<file path="src/rtl/vector100_deserializer_if.sv">
// Stream bundle between the bit source, the deserializer and the downstream
// vector-reversal stage: serial input side, word output side and the drop flag.
interface vector100_deserializer_if #(
  parameter int WIDTH = 100
);
  logic             in_valid;
  logic             in_ready;
  logic             in_bit;
  logic             in_sof;
  logic             out_valid;
  logic             out_ready;
  logic [WIDTH-1:0] out_word;
  logic             drop_pulse;

  // Driver side: produces serial bits and accepts assembled words.
  modport master (
    output in_valid, in_bit, in_sof, out_ready,
    input  in_ready, out_valid, out_word, drop_pulse
  );

  // Deserializer side.
  modport slave (
    input  in_valid, in_bit, in_sof, out_ready,
    output in_ready, out_valid, out_word, drop_pulse
  );
endinterface

</file>
<file path="src/rtl/vector100_deserializer.sv">
// Serial-to-parallel deserializer: gathers MSB-first bits into WIDTH-bit words
// and presents each word on a valid/ready output with a one-word holding slot.
// in_sof on an accepted bit restarts framing and flags any discarded partial word.
module vector100_deserializer #(
  parameter int WIDTH = 100
) (
  input  logic                    clk,
  input  logic                    resetn,
  vector100_deserializer_if.slave bus
);

  localparam int CNT_W = $clog2(WIDTH);
  localparam logic [CNT_W-1:0] CNT_ZERO = {CNT_W{1'b0}};
  localparam logic [CNT_W-1:0] CNT_ONE  = CNT_W'(1);
  localparam logic [CNT_W-1:0] CNT_LAST = CNT_W'(WIDTH - 1);

  // FULL means a finished word is parked in r_sr waiting for the output slot.
  typedef enum logic {
    ST_FILL = 1'b0,
    ST_FULL = 1'b1
  } state_t;

  state_t           r_st;
  logic [WIDTH-1:0] r_sr;
  logic [CNT_W-1:0] r_cnt;
  logic [WIDTH-1:0] r_out_word;
  logic             r_out_valid;
  logic             r_drop;

  logic             w_beat;
  logic             w_slot_free;
  logic             w_restart;
  logic             w_last;
  logic [WIDTH-1:0] w_shifted;

  // Beat qualification and next-word decode; out_ready only reaches register inputs.
  always_comb begin
    w_beat      = bus.in_valid && (r_st == ST_FILL);
    w_slot_free = !r_out_valid || bus.out_ready;
    w_restart   = w_beat && bus.in_sof && (r_cnt != CNT_ZERO);
    w_last      = w_beat && !w_restart && (r_cnt == CNT_LAST);
    w_shifted   = {r_sr[WIDTH-2:0], bus.in_bit};
  end

  // Framing FSM, shift register, output slot and drop flag.
  always_ff @(posedge clk or negedge resetn) begin
    if (!resetn) begin
      r_st        <= ST_FILL;
      r_sr        <= {WIDTH{1'b0}};
      r_cnt       <= CNT_ZERO;
      r_out_word  <= {WIDTH{1'b0}};
      r_out_valid <= 1'b0;
      r_drop      <= 1'b0;
    end else begin
      r_drop <= w_restart;
      // A taken word frees the slot unless a new word is loaded below.
      if (r_out_valid && bus.out_ready) begin
        r_out_valid <= 1'b0;
      end else begin
        r_out_valid <= r_out_valid;
      end
      case (r_st)
        ST_FILL: begin
          if (w_restart) begin
            // Stale upper bits in r_sr shift out before the word completes.
            r_sr  <= w_shifted;
            r_cnt <= CNT_ONE;
          end else if (w_last) begin
            r_cnt <= CNT_ZERO;
            if (w_slot_free) begin
              r_out_word  <= w_shifted;
              r_out_valid <= 1'b1;
              r_sr        <= w_shifted;
            end else begin
              r_sr <= w_shifted;
              r_st <= ST_FULL;
            end
          end else if (w_beat) begin
            r_sr  <= w_shifted;
            r_cnt <= r_cnt + CNT_ONE;
          end else begin
            r_sr <= r_sr;
          end
        end
        ST_FULL: begin
          if (w_slot_free) begin
            r_out_word  <= r_sr;
            r_out_valid <= 1'b1;
            r_cnt       <= CNT_ZERO;
            r_st        <= ST_FILL;
          end else begin
            r_st <= ST_FULL;
          end
        end
        default: begin
          r_st <= ST_FILL;
        end
      endcase
    end
  end

  assign bus.in_ready   = (r_st == ST_FILL);
  assign bus.out_valid  = r_out_valid;
  assign bus.out_word   = r_out_word;
  assign bus.drop_pulse = r_drop;

endmodule
</file>
<file path="src/flat_wrapper.sv">
// flat-port wrapper written by rule: the top's interface ports become plain ports
module vector100_deserializer_flat 
#(
  parameter int WIDTH = 100
)
  (clk, resetn, bus_in_valid, bus_in_bit, bus_in_sof, bus_out_ready, bus_in_ready, bus_out_valid, bus_out_word, bus_drop_pulse);
  vector100_deserializer_if #(.WIDTH(WIDTH)) bus_i ();
  input  logic clk;
  input  logic resetn;
  input wire logic [$bits(bus_i.in_valid)-1:0] bus_in_valid;
  input wire logic [$bits(bus_i.in_bit)-1:0] bus_in_bit;
  input wire logic [$bits(bus_i.in_sof)-1:0] bus_in_sof;
  input wire logic [$bits(bus_i.out_ready)-1:0] bus_out_ready;
  output wire logic [$bits(bus_i.in_ready)-1:0] bus_in_ready;
  output wire logic [$bits(bus_i.out_valid)-1:0] bus_out_valid;
  output wire logic [$bits(bus_i.out_word)-1:0] bus_out_word;
  output wire logic [$bits(bus_i.drop_pulse)-1:0] bus_drop_pulse;
  assign bus_i.in_valid = bus_in_valid;
  assign bus_i.in_bit = bus_in_bit;
  assign bus_i.in_sof = bus_in_sof;
  assign bus_i.out_ready = bus_out_ready;
  assign bus_in_ready = bus_i.in_ready;
  assign bus_out_valid = bus_i.out_valid;
  assign bus_out_word = bus_i.out_word;
  assign bus_drop_pulse = bus_i.drop_pulse;
  vector100_deserializer #(.WIDTH(WIDTH)) u_core (.clk(clk), .resetn(resetn), .bus(bus_i));
endmodule
</file>
<file path="config.mk">
export PLATFORM = sky130hd
export DESIGN_NAME = vector100_deserializer_flat
export DESIGN_NICKNAME = d
export VERILOG_FILES = /design/src/rtl/vector100_deserializer_if.sv /design/src/rtl/vector100_deserializer.sv /design/src/flat_wrapper.sv
export SDC_FILE = /design/constraint.sdc
export NUM_CORES = 1
export LEC_CHECK = 0
export BUFFER_PORTS_ARGS = -buffer_cell sky130_fd_sc_hd__buf_2
export CAP_MARGIN = 20
export CORE_ASPECT_RATIO = 0.75
export CORE_MARGIN = 3
export CORE_UTILIZATION = 53
export DETAILED_ROUTE_END_ITERATION = 16
export GPL_TIMING_DRIVEN = 0
export PLACE_DENSITY = 0.74
export SETUP_SLACK_MARGIN = 0.05
export SLEW_MARGIN = 20
export SYNTH_ARGS = -nofsm -noshare
export SYNTH_HDL_FRONTEND = slang
export SYNTH_SLANG_ARGS = --single-unit
</file>
<file path="constraint.sdc">
create_clock -name clk -period 3.4 [get_ports clk]
set_clock_uncertainty 0.05 [all_clocks]
set_input_delay 0.17 -clock clk [delete_from_list [all_inputs] [get_ports clk]]
set_output_delay 0.17 -clock clk [all_outputs]
set_load 0.01 [all_outputs]
</file>
; Yosys cells after proc, flatten, opt, wreduce, memory -nomap -nowiden
; Index checks and enable logic that the tools add are counted.
[word_totals]
register_bits = 210
elab_cells = 50
out_inout_bits = 103
input_bits = 6
[op_classes]
n_bitwise = 1
muxes = 22
eq_ne = 6
reduce_logical = 14
add_sub_neg = 1
[ops]
columns = op, n
row1 = $mux 100, 7
row2 = $pmux 100 s2, 1
row3 = $mux 7, 4
row4 = $pmux 7 s2, 1
row5 = $add 7x1->7 const B, 1
row6 = $eq 7x7->1 const B, 1
row7 = $mux 1, 7
row8 = $reduce_bool 7->1, 1
row9 = $logic_and 1x1->1, 6
row10 = $ne 2x1->1 const B, 2
row11 = $ne 2x2->1 const B, 2
row12 = $ne 4x1->1 const B, 1
row13 = $pmux 1 s2, 2
row14 = $reduce_and 2->1, 2
row15 = $reduce_and 4->1, 1
row16 = $reduce_bool 3->1, 1
row17 = $logic_not 1->1, 2
row18 = $logic_or 1x1->1, 1
row19 = $not 1->1, 1

; Depth between registers and ports, before layout
; Gate-level depths: netlist of run 1.
[depth]
word_depth = 10
depth_mapped = 7
mapped_depth_nobuf = 6

; Worst setup path before layout of run 1
; No wires, ideal clock.
[synth_timing]
path_type = register to register
start = reg u_core.r_cnt[2]
end = reg u_core.r_out_word[0], in the netlist u_core.bus.out_word[0]
required_time_ns = 3.225
setup_time_ns = 0.125
arrival_ns = 1.765
path_slack_ns = 1.460
stages_incl_launch_ff = 7
cell_sequence = dfrtp_1 or3_1 o41a_1 clkbuf_1 clkbuf_1 o21ai_0 o21ai_1
[synth_via]
elab_chain_cells = 7
[synth_rtl]
columns = item, line
row1 = from (decl), vector100_deserializer.sv:25  ; logic [CNT_W-1:0] r_cnt;
row2 = from (signal assigned), vector100_deserializer.sv:80  ; r_cnt <= r_cnt + CNT_ONE;
row3 = $reduce_bool 7->1, vector100_deserializer.sv:40  ; w_restart = w_beat && bus.in_sof && (r_cnt != CNT_ZERO);
row4 = $logic_and 1x1->1, vector100_deserializer.sv:40
row5 = $logic_not 1->1, vector100_deserializer.sv:41  ; w_last = w_beat && !w_restart && (r_cnt == CNT_LAST);
row6 = $logic_and 1x1->1 (2 in series), vector100_deserializer.sv:41
row7 = $ne 2x1->1 (no source line), n/a
row8 = $reduce_and 4->1 (no source line) *, n/a
row9 = to (signal assigned), vector100_deserializer.sv:51  ; r_out_word <= {WIDTH{1'b0}};
row10 = to (signal assigned), vector100_deserializer.sv:71  ; r_out_word <= w_shifted;
row11 = to (signal assigned), vector100_deserializer.sv:87  ; r_out_word <= r_sr;
row12 = to (decl), vector100_deserializer.sv:26  ; logic [WIDTH-1:0] r_out_word;
; Every way passes the cells marked *; elsewhere a longest branch is shown, timed or not.
; A chain may end at the register's enable or synchronous reset.

; Worst setup path after layout of run 1
[layout_timing]
start = reg u_core.r_cnt[2]
end = reg u_core.r_out_word[62], in the netlist u_core.bus.out_word[62]
; Same word-level chain as after synthesis.

==> qor.txt, run 1 <==
status -> finished clean
crit-path most repeated cell -> clkbuf_1
CORE AREA -> 16370 sq um
setup violators final -> 0
post-DP HPWL -> 13400 um
Layout Nets -> 1072
routed length on met3 -> 1035 um
Num CTS Buffers -> 21
CTS H-tree lvls -> 1
EDFF count, synth -> 0
clock slew at reported path FFs -> 0.06 ns
initial antenna violation count -> 0
Async SR Flop Fraction -> 100.0%
Pre-Repair DR Iteration Count -> 5
internal power -> 0.003935 W
pwr/cell area -> 482.2 nW/um^2
count leader, synth -> nand2_1
Netlist Area Pre-Place -> 9041 sq um
PnR Total Power -> 0.005101 W
RSZ-0062 raised after global routing -> no
top post-synthesis cells by area -> dfrtp_1 58%, nand2_1 13%, mux2i_1 11%
remaining antenna violation count -> 0
final hold slack -> 0.05424 ns
Worst Hold Class -> input port to register
Switching Power -> 0.001166 W
met1 wire length -> 10160 um
Max stage delay on crit path -> 0.44 ns
register area share after synthesis -> 58.12%
overall global routing resource usage -> 22.01%
startpoint types -> register
number of max-cap violations -> 0
met2 WL post-DR -> 8674 um
CTS tree -> done
Worst Setup SP -> u_core.r_cnt[2]$_DFFE_PN0P_
WS Path Type -> register to register
synth cell count leaders -> 303 x nand2_1, 210 x dfrtp_1, 101 x mux2i_1, 101 x o21ai_0, 100 x o21ai_1
largest net degree at the start of global routing -> 92
Synth Register Bits -> 210
CTS sink count -> 210
DR WL/cell -> 15.73 um
ant diodes -> 0
Worst slew margin -> 30.69%
P_leak -> 4.424 nW
RR Startpoint -> u_core.r_cnt[2]$_DFFE_PN0P_
Initial Util -> 55.24%
ys flop type -> dfrtp_1
Final Max Tran Viols -> 0
hold_sp -> bus_in_valid
Die Span Y -> 119.1 um
Clock Tree Buf Depth -> 3
Ys Warns -> 0
Syn-to-layout area delta -> 17.02%
cell breakdown of the critical path -> or3_1 > o41a_1 > clkbuf_1 > clkbuf_1 > o21ai_0 > o21ai_1
crit end category -> register
Overflow after GRT -> 0
DR top layer -> met4
Comb power frac -> 5.4%
post-DR vias/cell -> 5.387
Resize count post-CTS -> 0
synthesized instance count -> 928
Setup TNS Final -> 0 ns
Syn Nets -> 936
# IOs -> 109
Total Wirelength -> 20230 um
DRC -> 0
post-synth top area share -> 58.12%
register share of total power -> 52.1%
Yosys cell types -> 28
vias post-DR -> 6928
clock share of power -> 42.5%
later-pin clock latency in the skew report -> 0.49 ns
f_max -> 396.2 MHz
filler cell count -> 1348
GPL Wtd Cong -> 0.8620
post-route minimum period -> 2.524 ns
worst-path fanout max -> 10
Final Cell Area -> 10580 sq um
die area -> 18680 sq um
IO Port Bufs -> 108
worst endpoint data arrival time -> 2.83 ns
Initial DRC Count -> 472
Die Width -> 156.8 um
cell taking the most area after synthesis -> dfrtp_1
final core utilization -> 64.65%
final worst-path cycle share -> 74.24%
root buffer cell -> clkbuf_16
vias in the first global route -> 6560
first-pass GRT wire length -> 33840 um
Syn Area/Cell -> 9.743 sq um
Peak VDD IR -> 0.3294 mV
final hold vios -> 0
Worst-Margin Slew -> 1.036 ns
sw frac -> 22.86%
Required @ worst endpoint -> 3.71 ns
slowest CP cell -> or3_1
# rows -> 40
Placed Area -> 9910 sq um
layout cells sized above 1 -> 14.22%
layer usage:
layer  up-vias  global-route usage, %
met1      3374                  35.06
met5         -                      0
met4         0                  4.155
li1       3377                      -
met2       152                  31.94
met3        25                  3.669
stage by stage:
step,worst slack [ns],instances
finish,0.8758,1286
global route,0.6842,1286
CTS,0.8807,1286
detailed placement,0.9184,1248
global placement,-1.485,1246
floorplan,1.460,928
path summary, 6_finish.rpt:
path                                                       end  slack, ns  cells after the start
setup reg to reg           u_core.bus.out_word[62]$_DFFE_PN0P_       0.88                      6
min in group asynchronous          u_core.r_sr[21]$_DFFE_PN0P_       0.16                      2
hold / removal                     u_core.r_cnt[0]$_DFFE_PN0P_       0.05                      4
hold reg to reg                    u_core.r_sr[99]$_DFFE_PN0P_       0.43                      2
max in group asynchronous  u_core.bus.out_word[99]$_DFFE_PN0P_       2.01                      4
setup / recovery           u_core.bus.out_word[62]$_DFFE_PN0P_       0.88                      6
kinds of logic (layout without fill, tap and decap cells):
group / after synthesis / in the layout / share of synthesized area, %
AND/OR/NAND/NOR: 325 / 325 / 13.89
buffers and inverters: 73 / 221 / 3.972
XOR/XNOR: 5 / 5 / 0.4843
adder cells (fa/ha/maj): 2 / 2 / 0.2767
multiplexers: 101 / 101 / 11.18
AO/OA/AOI/OAI: 212 / 212 / 12.07
flip-flops: 210 / 210 / 58.12
worst max-delay path: cells and delay by family, from the launching register on:
| kind | cells | cell delay (ns) |
|---|---|---|
| buf+inv | 2 | 0.72 |
| compound gates | 3 | 0.75 |
| flops | 1 | 0.42 |
| simple gates | 1 | 0.44 |
layout make-up:
class                      count  area, sq um  area share [%]
sequential                   210         5255           49.67
multi-input combinational    645         3427           32.39
timing repair buffer         113        635.6           6.008
clock buffer                  33        630.6           5.960
buffer                        68        340.3           3.217
tap                          210        262.8           2.483
inverter                       5        18.77          0.1774
clock inverter                 2        10.01         0.09461
power by group through the flow:
| stage | Sequential (W) | Combinational (W) | Clock, W |
|---|---|---|---|
| after floorplan | 0.00268 | 0.000168 | 0 |
| after global placement | 0.00270 | 0.000263 | 0 |
| after detailed placement | 0.00270 | 0.000277 | 0 |
| after CTS | 0.00265 | 0.000281 | 0.00222 |
| after global routing | 0.00267 | 0.000322 | 0.00232 |
| final | 0.00266 | 0.000278 | 0.00217 |
state kept, by name (all words and copies together), names as in the netlist:
register	cells
u_core.r_st	1
u_core.bus.out_word	100
u_core.r_cnt	7
u_core.r_sr	100
u_core.bus.drop_pulse	1
u_core.bus.out_valid	1
layout by cell type, fill, tap and decap left out, types with 3 or more instances in the layout:
cell           synthesis  final
mux2i_1              101    101
a211oi_1               6      6
buf_6                 11     11
nor2_1                 5      5
dlygate4sd3_1          0      3
clkbuf_16              0     21
o21ai_0              101    101
clkbuf_8               0      6
nor3_1                 3      3
nand3_1                6      6
xnor2_1                5      5
o21ai_1              100    100
buf_2                  2    109
dfrtp_1              210    210
nand2_1              303    303
inv_1                  5      5
clkbuf_1              54     60
timing repair:
action                    in CTS  in global routing
hold endpoints to repair      72                  0
buffers inserted               0                  0
hold buffers                   3                  0
Note: power is estimated with default switching activity, not from simulation.
==> run 2: changes to the inputs <==
- CORE_UTILIZATION: 53 -> 52
- PLACE_DENSITY: 0.74 -> 0.75
- clock period: 3.4 -> 2.3 ns (I/O delays scaled with it)
==> qor.txt, run 2 (same netlist as run 1, synthesis figures left out) <==
status -> finished clean
remaining antenna violation count -> 0
DR WL/cell -> 16.06 um
Pre-Repair DR Iteration Count -> 5
Total Wirelength -> 20750 um
Max stage delay on crit path -> 0.43 ns
f_max -> 465.6 MHz
final worst-path cycle share -> 93.37%
RSZ-0062 raised after global routing -> no
commonest non-fill, non-tap cell in the layout -> nand2_1
Die Width -> 158.3 um
# IOs -> 109
Overflow after GRT -> 0
Worst Hold Class -> input port to async pin
Worst-Margin Slew -> 0.7151 ns
vias post-DR -> 6969
worst-path fanout max -> 10
Worst Path Buf+Inv -> 2
Final Max Tran Viols -> 0
Clock Tree Buf Depth -> 3
later-pin clock latency in the skew report -> 0.49 ns
Required @ worst endpoint -> 2.62 ns
overall global routing resource usage -> 21.94%
root buffer cell -> clkbuf_16
clock slew at reported path FFs -> 0.07 ns
met1 wire length -> 10190 um
Setup Fix Bufs, Post-CTS -> 0
CTS sink count -> 210
post-DR vias/cell -> 5.394
DR top layer -> met4
layout cells sized above 1 -> 15.78%
number of max-cap violations -> 0
crit end category -> register
commonest cells after routing, fill and taps aside -> 303 x nand2_1, 210 x dfrtp_1, 112 x buf_2
met2 WL post-DR -> 9034 um
Die Span Y -> 120.2 um
initial antenna violation count -> 0
post-route minimum period -> 2.148 ns
setup violators final -> 0
CTS tree -> done
CORE AREA -> 16930 sq um
Worst slew margin -> 52.33%
Num CTS Buffers -> 21
worst endpoint data arrival time -> 2.47 ns
pwr/cell area -> 710.9 nW/um^2
final hold vios -> 0
routed length on met3 -> 1193 um
startpoint types -> register
Initial Util -> 53.41%
CTS H-tree lvls -> 1
P_leak -> 4.460 nW
vias in the first global route -> 6497
Initial DRC Count -> 526
DRC -> 0
cell breakdown of the critical path -> or3_4 > o41a_1 > buf_4 > clkbuf_2 > o21ai_0 > o21ai_1
IO Port Bufs -> 108
die area -> 19020 sq um
first-pass GRT wire length -> 34130 um
Non-Filler Instances -> 1292
Peak VDD IR -> 0.4945 mV
Layout Nets -> 1073
# rows -> 41
slowest CP cell -> or3_4
Crit path max-delay family -> compound AO/OA/AOI/OAI gates
largest net degree at the start of global routing -> 83
Syn-to-layout area delta -> 17.37%
WS Path Type -> register to register
placed insts -> 1253
post-DP HPWL -> 13780 um
GPL Wtd Cong -> 0.8189
final hold slack -> 0.09500 ns
ant diodes -> 0
run 2: cell types whose count changed in the layout (fill, tap and decap cells not counted), sizes merged:
cell         previous run  this run
buf                   124       128
clkbuf                 87        79
clkinv                  2         6
dlygate4sd3             3         4
run 2: layer usage:
metal | up-vias | GRT usage (%)
li1 | 3371 | -
met1 | 3394 | 35.75
met2 | 179 | 31.35
met3 | 25 | 3.542
met4 | 0 | 3.869
met5 | - | 0
run 2: timing repair:
action                                  CTS  global route
endpoints found under the setup margin   80           186
hold buffers                              4             0
resized for setup                         8            21
hold endpoints to repair                136             0
run 2: path summary, 6_finish.rpt:
| kind | cells after the start | start | end | slack (ns) |
|---|---|---|---|---|
| min reg2reg | 2 | u_core.r_sr[99]$_DFFE_PN0P_ | u_core.r_sr[99]$_DFFE_PN0P_ | 0.44 |
| max reg2reg | 6 | u_core.r_cnt[2]$_DFFE_PN0P_ | u_core.bus.out_word[93]$_DFFE_PN0P_ | 0.15 |
| max in group asynchronous | 3 | resetn | u_core.r_sr[73]$_DFFE_PN0P_ | 1.34 |
| max | 6 | u_core.r_cnt[2]$_DFFE_PN0P_ | u_core.bus.out_word[93]$_DFFE_PN0P_ | 0.15 |
| min | 2 | resetn | u_core.bus.out_word[22]$_DFFE_PN0P_ | 0.1 |
| min in group clk | 4 | bus_out_ready | u_core.bus.out_valid$_DFF_PN0_ | 0.17 |
run 2: area by class of cell:
cell class                 instances  area [sq um]
fill                            1439          6317
sequential                       210          5255
multi-input combinational        645          3435
timing repair buffer             114         645.6
clock buffer                      29         595.6
buffer                            68         359.1
tap                              215         269.0
clock inverter                     6         33.78
inverter                           5         18.77
run 2: power breakdown:
| part | internal, W | switching [W] |
|---|---|---|
| sequential | 0.00381 | 0.000119 |
| clock | 0.00180 | 0.00139 |
| combinational | 0.000154 | 0.000274 |
run 2: stage by stage:
stage,util (%),power (W),setup TNS [ns],area (sq um),worst slack [ns]
global route,62.68,0.007847,0,10610,0.05605
floorplan,-,0.004213,0,9041,0.3596
global placement,58.19,0.004377,-532.75,9851,-2.516
CTS,62.59,0.007587,0,10600,0.07262
detailed placement,58.57,0.004402,-8.797,9916,-0.1647
finish,62.68,0.007544,0,10610,0.1525
